==> config.mk <==
export PLATFORM = sky130hd
export DESIGN_NAME = systolic_job_scheduler
export DESIGN_NICKNAME = d
export VERILOG_FILES = /design/src/rtl/systolic_job_scheduler.sv
export SDC_FILE = /design/constraint.sdc
export NUM_CORES = 1
export LEC_CHECK = 0
export ABC_AREA = 1
export BUFFER_PORTS_ARGS = -buffer_cell sky130_fd_sc_hd__buf_2
export CORE_MARGIN = 3
export CORE_UTILIZATION = 50
export DETAILED_ROUTE_END_ITERATION = 12
export GPL_TIMING_DRIVEN = 0
export PLACE_DENSITY = 0.7
export RECOVER_POWER = 25
export SYNTH_ARGS = -nofsm -noshare
export SYNTH_HDL_FRONTEND = slang
export SYNTH_SLANG_ARGS = --single-unit
==> constraint.sdc <==
create_clock -name clk -period 5.49 [get_ports clk]
set_clock_uncertainty 0.2 [all_clocks]
set_input_delay 0.549 -clock clk [delete_from_list [all_inputs] [get_ports clk]]
set_output_delay 0.549 -clock clk [all_outputs]
set_load 0.02 [all_outputs]
==> src/rtl/systolic_job_scheduler.sv <==
// systolic_job_scheduler: descriptor FIFO that issues matmul jobs to the systolic core and reports completion
module systolic_job_scheduler #(
  parameter int DEPTH   = 4,
  parameter int ADDR_W  = 12,
  parameter int N_MAX   = 4,
  parameter int TAG_W   = 4,
  parameter int TIMEOUT = 255
) (
  input  logic                     clk,
  input  logic                     rst,
  input  logic                     job_valid,
  output logic                     job_ready,
  input  logic [ADDR_W-1:0]        job_addr_a,
  input  logic [ADDR_W-1:0]        job_addr_b,
  input  logic [ADDR_W-1:0]        job_addr_c,
  input  logic [3:0]               job_n,
  output logic [TAG_W-1:0]         job_tag_next,
  input  logic                     flush,
  output logic                     core_start,
  output logic [ADDR_W-1:0]        core_addr_a,
  output logic [ADDR_W-1:0]        core_addr_b,
  output logic [ADDR_W-1:0]        core_addr_c,
  output logic [3:0]               core_n,
  input  logic                     core_done,
  output logic                     done_valid,
  output logic [TAG_W-1:0]         done_tag,
  output logic [1:0]               done_status,
  output logic                     busy,
  output logic [$clog2(DEPTH):0]   queue_count,
  output logic [15:0]              jobs_ok
);
  localparam int CW = $clog2(DEPTH) + 1;
  localparam int PW = $clog2(DEPTH);
  localparam int WW = $clog2(TIMEOUT + 1);

  typedef enum logic [1:0] {IDLE, ISSUE, RUN, COMPLETE} state_t;
  typedef struct packed {
    logic [ADDR_W-1:0] a;
    logic [ADDR_W-1:0] b;
    logic [ADDR_W-1:0] c;
    logic [3:0]        n;
    logic [TAG_W-1:0]  tag;
  } job_t;

  job_t          mem [DEPTH];
  job_t          head;
  logic [PW-1:0] wp, rp;
  logic [WW-1:0] wd;
  state_t        state, state_nxt;
  logic [1:0]    status_nxt;
  logic          push, pop, bad_n;

  assign job_ready = !rst && queue_count < CW'(DEPTH) && !flush;
  assign push      = job_valid && job_ready;
  assign pop       = state == IDLE && queue_count != '0 && !flush;
  assign head      = mem[rp];
  assign bad_n     = head.n == 4'd0 || head.n > 4'(N_MAX);

  always_comb begin
    state_nxt  = state;
    status_nxt = done_status;
    case (state)
      IDLE: if (pop) begin
        state_nxt  = bad_n ? COMPLETE : ISSUE;
        status_nxt = {1'b0, bad_n};
      end
      ISSUE: state_nxt = RUN;
      RUN: if (core_done || wd == WW'(TIMEOUT)) begin
        state_nxt  = COMPLETE;
        status_nxt = core_done ? 2'b00 : 2'b10;
      end
      default: state_nxt = IDLE;
    endcase
  end

  always_ff @(posedge clk)
    if (rst) state <= IDLE;
    else state <= state_nxt;

  always_ff @(posedge clk)
    if (push) mem[wp] <= {job_addr_a, job_addr_b, job_addr_c, job_n, job_tag_next};

  always_ff @(posedge clk) begin
    if (rst) begin
      wp           <= '0;
      rp           <= '0;
      queue_count  <= '0;
      job_tag_next <= '0;
      jobs_ok      <= '0;
      wd           <= '0;
      core_start   <= 1'b0;
      core_addr_a  <= '0;
      core_addr_b  <= '0;
      core_addr_c  <= '0;
      core_n       <= '0;
      done_valid   <= 1'b0;
      done_tag     <= '0;
      done_status  <= '0;
      busy         <= 1'b0;
    end else begin
      wp           <= wp + PW'(push);
      rp           <= flush ? wp : rp + PW'(pop);
      queue_count  <= flush ? '0 : queue_count + CW'(push) - CW'(pop);
      job_tag_next <= job_tag_next + TAG_W'(push);
      if (pop) {core_addr_a, core_addr_b, core_addr_c, core_n, done_tag} <= head;
      wd           <= state == RUN ? wd + WW'(1) : '0;
      jobs_ok      <= jobs_ok + 16'(state == COMPLETE && done_status == 2'b00);
      core_start   <= state_nxt == ISSUE;
      done_valid   <= state_nxt == COMPLETE;
      done_status  <= status_nxt;
      busy         <= state_nxt != IDLE;
    end
  end
endmodule
==> run_results.csv, run 1 <==
group,metric,value,unit
critical_path,critPathBufInv,5,
critical_path,cp_slowest_stage_delay,0.39,ns
critical_path,cp_top_family,"adder cells",
cells_and_area,final_common_cell,"nor2_1",
logic_synthesis,synth_warnings,0,
cts,cts_buffers,28,
detailed_routing,drtIter0Drc,447,
floorplanning,die_h,147,um
critical_path,cp_data_arrival_time,3.22,ns
detailed_routing,top_layer,"met5",
global_routing,grt_usage,20.6,%
power,p_per_area,377,mW/mm^2
floorplanning,row_count,50,
detailed_routing,drt-total-wl,22500,um
place,io_buffers,117,
cells_and_area,layout_common_cells,"nor2_1, edfxtp_1, o21ai_0, buf_2, dfxtp_1",
power,p_leak,4.56,nW
cts,clockRootBuffer,"clkbuf_16",
logic_synthesis,synth_flop_cell,"edfxtp_1",
detailed_routing,wirelength_met1,9650,um
timing,holdWs,0.0490,ns
detailed_routing,wl_per_cell,17.1,um
timing,tightest_slew,1.01,ns
detailed_routing,dr_total_vias,6943,
logic_synthesis,synth.ff_latch_count,262,
logic_synthesis,syn_inst,876,
logic_synthesis,synth-async-reset-ratio,0,%
logic_synthesis,ys_seq_area_share,70.4,%
cells_and_area,num-nets-final,1098,
detailed_routing,met3_length,1380,um
logic_synthesis,synth_nets,935,
global_routing,grt_overflow_total,0,
critical_path,critPathKind,"register to register",
place,dp_slack,2.05,ns
cells_and_area,area_delta_synth_final,20.7,%
flow_run,cap_viol_max_count,0,
logic_synthesis,synth_cell_types,31,
floorplanning,die_w,147,um
critical_path,slowest_stage,"dfxtp_1",
global_routing,grt_pass1_vias,6856,
critical_path,critPathLaunchType,"register",
timing,tns,0,ns
critical_path,endpoint_kind,"register",
timing,hold_viol,0,
timing,max_freq,0.333,GHz
critical_path,worstPathCellList,"inv_1 -> ha_1 -> inv_1 -> nor2_1 -> o21ai_1 -> inv_2 -> clkbuf_1 -> ha_1 -> inv_1 -> ha_1 -> fa_1 -> o21ai_0 -> a21oi_1",
cells_and_area,n_fill_cell,1526,
status,outcome,"finished, final reports clean",
power,irDropWorstVdd,0.266,mV
logic_synthesis,syn_area,0.00996,sq mm
critical_path,worst_ep_required_time,5.70,ns
cts,ctsHoldBuffers,0,
detailed_routing,ant_nets,0,
logic_synthesis,synth_edf_count,176,
cts,htreeDepth,1,
floorplanning,initial_core_util,52.0,%
cts,clock-sinks,262,
critical_path,crit_fanout,11,
cts,ctsResizeCount,0,
place,routabilityCongestion,0.817,
cells_and_area,drive_above_1_share,17.5,%
cells_and_area,n_antenna_cell,0,
timing,relSlewSlack,32.3,%
detailed_routing,routed_via_density,5.26,
worst_hold_path,hp-class,"input pin to register",
detailed_routing,drt-pass1-iter-count,5,
cts,cts_tree,"built",
global_routing,grt_pass1_wl,35400,um
logic_synthesis,syn-mean-instance-area,11.4,sq um
floorplanning,io_pins,118,
cts,clockBufferDepth,3,
place,dp_hpwl,14900,um
critical_path,r2r_slack,2.48,ns
timing,setup_ws,2.48,ns
detailed_routing,route.detailed.drc,0,
global_routing,grt_max_degree,15,
cts,clkTransAtPathRegs,0.06,ns
timing,slew_viol_final,0,
cells_and_area,fin_util,62.8,%
timing,fin_crit,3.01,ns
cts,cts_setup_buffers,0,
timing,rsz0062_at_grt,"false",
cts,clkLatencyLatePin,0.53,ns
global_routing,antenna_found_initial,1,
floorplanning,core_area,0.0191,sq mm
detailed_routing,dr_wl_met2,11200,um
floorplanning,dieArea,0.0216,sq mm
timing,period_share,54.8,%
timing,setup_viol,0,
-- flip-flops by register name (all words and copies together) (netlist names) --
register      cells
busy              1
core_addr_a      12
core_addr_b      12
core_addr_c      12
core_n            4
core_start        1
done_status       2
done_tag          4
done_valid        1
job_tag_next      4
jobs_ok          16
mem             176
queue_count       3
rp                2
state             2
wd                8
wp                2
-- per-stage QoR --
| step | area, sq um | power (mW) | cells |
|---|---|---|---|
| 2_1_floorplan | 9960 | 2.46 | 876 |
| 3_3_place_gp | 10900 | 2.59 | 1253 |
| 3_5_place_dp | 11100 | 2.60 | 1269 |
| 4_1_cts | 12100 | 4.55 | 1321 |
| 5_1_grt | 12000 | 4.69 | 1321 |
| 6_report | 12000 | 4.53 | 1321 |
-- synth_stat cells, types with 5 or more instances --
master	number	area, sq um
nor2_1	201	754
buf_1	9	33.8
nand2_1	43	161
dfxtp_1	86	1720
nand4_1	6	37.5
o21ai_0	137	686
a31oi_1	42	263
inv_1	46	173
ha_1	13	163
nor3_1	9	45.0
nand3_1	14	70.1
xor2_1	5	43.8
buf_2	13	65.1
nand2_2	12	75.1
edfxtp_1	176	5290
nand3_2	5	50.1
a21oi_1	23	115
clkbuf_1	17	63.8
-- metal layers --
layer,GRT usage (%),vias to the layer above
li1,-,3389
met1,27.0,3345
met2,35.7,179
met3,4.01,28
met4,5.22,2
met5,0,-
-- cell type report --
cell class / count / area [sq um] / area share, %
well taps: 260 / 325 / 2.71
clock buffers: 36 / 771 / 6.41
multi-input cells: 521 / 2580 / 21.5
repair buffers: 133 / 731 / 6.08
clock inverters: 16 / 215 / 1.79
inverters: 49 / 186 / 1.55
flip-flops and latches: 262 / 7010 / 58.3
plain buffers: 44 / 205 / 1.71
-- kinds of logic after synthesis --
| kind of cell | count (synthesis) | share of synthesized area (%) |
|---|---|---|
| compound gates | 205 | 10.9 |
| xor+xnor | 7 | 0.616 |
| buf+inv | 93 | 3.93 |
| simple gates | 295 | 12.4 |
| flops | 262 | 70.4 |
| fa+ha+maj | 14 | 1.83 |
-- worst paths after layout --
check	startpoint	endpoint	cells after the start
max	state[0]$_SDFF_PP0_	queue_count[2]$_SDFF_PP0_	13
min	job_addr_c[7]	mem[1][15]$_DFFE_PP_	1
min reg2reg	wd[0]$_SDFF_PP0_	wd[0]$_SDFF_PP0_	1
max reg2reg	state[0]$_SDFF_PP0_	queue_count[2]$_SDFF_PP0_	13
-- report_power, final --
group	internal, mW	total [mW]	switching [mW]
logic	0.117	0.372	0.255
clock network	1.23	1.97	0.746
registers	2.16	2.19	0.0285
total	3.50	4.53	1.03
Power figures use the tool's default switching activity.
==> inputs of run 2 (changes only) <==
--- a/config.mk
+++ b/config.mk
@@ -11,7 +11,7 @@
 export CORE_UTILIZATION = 50
 export DETAILED_ROUTE_END_ITERATION = 12
 export GPL_TIMING_DRIVEN = 0
-export PLACE_DENSITY = 0.7
+export PLACE_DENSITY = 0.73
 export RECOVER_POWER = 25
 export SYNTH_ARGS = -nofsm -noshare
 export SYNTH_HDL_FRONTEND = slang
==> constraint.sdc (replaced) <==
create_clock -name clk -period 2.6 [get_ports clk]
set_clock_uncertainty 0.2 [all_clocks]
set_input_delay 0.26 -clock clk [delete_from_list [all_inputs] [get_ports clk]]
set_output_delay 0.26 -clock clk [all_outputs]
set_load 0.02 [all_outputs]
==> run_results.csv, run 2 (synthesis results as in run 1) <==
group,metric,value,unit
critical_path,critPathLaunchType,"register",
detailed_routing,drtIter0Drc,467,
critical_path,r2r_start,"state[0]$_SDFF_PP0_",
cts,clkTransAtPathRegs,0.06,ns
detailed_routing,ant_nets,0,
timing,fin_crit,2.47,ns
timing,hold_viol,0,
worst_hold_path,hold_end,"mem[0][0]$_DFFE_PP_",
critical_path,r2r_cells,12,
cells_and_area,fin_util,65.2,%
power,swShare,24.0,%
cells_and_area,top_register,"mem",
critical_path,endpoint_kind,"register",
timing,period_share,94.8,%
cts,clkLatencyLatePin,0.55,ns
floorplanning,io_pins,118,
cells_and_area,layout_common_cells,"nor2_1, edfxtp_1, o21ai_0, buf_2, dfxtp_1",
timing,tns,0,ns
floorplanning,row_count,50,
timing,setup_viol,0,
cts,cts_tree,"built",
cells_and_area,fin_cells,1358,
global_routing,grt_pass1_vias,7148,
global_routing,grt_overflow_total,0,
power,p_int,6.91,mW
cells_and_area,n_antenna_cell,0,
floorplanning,die_h,147,um
cts,cts_buffers,28,
timing,tightest_slew,0.956,ns
place,routabilityCongestion,0.796,
critical_path,r2r-end,"queue_count[2]$_SDFF_PP0_",
critical_path,worst_ep_required_time,2.82,ns
global_routing,antenna_found_initial,0,
place,dpl-instance-area,0.0112,sq mm
status,outcome,"finished, final reports clean",
power,irDropWorstVdd,0.521,mV
timing,rsz0062_at_grt,"false",
timing,relSlewSlack,36.0,%
power,p_sw,2.19,mW
cts,clockBufferDepth,3,
detailed_routing,route.detailed.drc,0,
cells_and_area,fin_area,0.0125,sq mm
worst_hold_path,hold_depth,3,
cells_and_area,num-nets-final,1136,
detailed_routing,drt-pass1-iter-count,5,
floorplanning,dieArea,0.0216,sq mm
cells_and_area,drive_above_1_share,17.0,%
global_routing,grt_pass1_wl,36800,um
detailed_routing,routed_via_density,5.25,
cells_and_area,area_delta_synth_final,25.3,%
detailed_routing,dr_total_vias,7136,
power,share_seq_of_total_power,50.8,%
floorplanning,die_w,147,um
critical_path,crit_fanout,4,
detailed_routing,drt-total-wl,23100,um
cells_and_area,top_regs,"mem x176, jobs_ok x16",
power,combinationalPowerShare,9.5,%
place,placed_cells,1264,
critical_path,r2r_slack,0.13,ns
worst_hold_path,hp-class,"input pin to register",
critical_path,critPathKind,"register to register",
cts,htreeDepth,1,
timing,slew_viol_final,0,
global_routing,grt_usage,21.2,%
cells_and_area,largest_register_ffs,176,
floorplanning,initial_core_util,52.0,%
floorplanning,core_area,0.0191,sq mm
place,io_buffers,117,
timing,max_freq,0.406,GHz
power,clockPowerShare,39.7,%
cts,clockRootBuffer,"clkbuf_16",
global_routing,grt_max_degree,19,
place,dp_slack,-0.371,ns
cells_and_area,final_common_cell,"nor2_1",
critical_path,cp_data_arrival_time,2.68,ns
flow_run,cap_viol_max_count,0,
power,p_per_area,729,mW/mm^2
detailed_routing,wl_per_cell,17.0,um
power,power.total,9.10,mW
cells_and_area,n_fill_cell,1467,
place,dp_hpwl,14500,um
worst_hold_path,holdCritStartpoint,"job_valid",
timing,setup_ws,0.134,ns
cts,clock-sinks,262,
power,p_leak,4.72,nW
timing,holdWs,0.0425,ns
[run 2: changes by cell type in the layout (fill, tap and decap cells not counted), moves of 2 or more]
cell and change:
dlygate4sd3_1 +43, buf_16 +9, buf_6 -9, bufinv_16 -5, nor3_2 -4, nor3_4 +4
buf_2 +3, buf_8 -2, clkbuf_8 -2, dfxtp_1 -2, dfxtp_2 +2, nor2_1 -2
nor2_4 +2
[run 2: cell type report]
cell class                 instances  area (sq um)  share of cell area, %
inverter                          49           200                   1.60
clock inverter                    11          77.6                  0.622
sequential                       262          7010                   56.2
buffer                            43           208                   1.66
timing repair buffer             172          1260                   10.1
clock buffer                      40           766                   6.14
multi-input combinational        521          2630                   21.1
tap                              260           325                   2.61
[run 2: worst max-delay path, stage by stage (launching register included)]
cell and delay, ns:
dfxtp_2 0.36, inv_1 0.07, ha_1 0.24, inv_1 0.07, nor2_1 0.04, o21ai_2 0.09
bufinv_8 0.21, ha_1 0.27, inv_1 0.04, ha_1 0.18, fa_1 0.39, o21ai_1 0.14
a21oi_1 0.06
[run 2: timing repair]
| action | CTS | global route |
|---|---|---|
| endpoints found under the hold margin | 171 | 0 |
| gates cloned | 0 | 0 |
| endpoints found under the setup margin | 3 | 2 |
| hold buffers | 43 | 0 |
| gates resized for setup | 3 | 3 |
| setup buffers | 1 | 0 |
[run 2: how the worst max path moves through the flow]
| stage | from | slack [ns] | end | depth (start not counted) |
|---|---|---|---|---|
| finish | state[0]$_SDFF_PP0_ | 0.13 | queue_count[2]$_SDFF_PP0_ | 12 |
| global route | rst | 0.02 | mem[2][11]$_DFFE_PP_ | 9 |
| floorplan | rst | 0.02 | mem[0][0]$_DFFE_PP_ | 6 |
| global placement | rst | -0.91 | mem[0][30]$_DFFE_PP_ | 7 |
| CTS | state[0]$_SDFF_PP0_ | 0.03 | queue_count[2]$_SDFF_PP0_ | 12 |
| detailed placement | state[0]$_SDFF_PP0_ | -0.37 | queue_count[2]$_SDFF_PP0_ | 13 |
[run 2: per-layer routing]
layer	global-route usage [%]	wire (um)	vias to the layer above	part of all wire (%)
li1	-	-	3471	-
met1	28.1	9940	3417	43
met2	36.3	11400	218	50
met3	3.24	1290	30	5.6
met4	6.76	414	0	1.8
met5	0	0	-	0
[run 2: power by group through the flow]
stage / clock network (mW) / registers, mW / logic (mW)
after floorplan: 0 / 4.78 / 0.427
after global placement: 0 / 4.71 / 0.769
after detailed placement: 0 / 4.71 / 0.804
after CTS: 3.66 / 4.62 / 0.872
after global routing: 3.84 / 4.63 / 0.962
final: 3.61 / 4.62 / 0.863
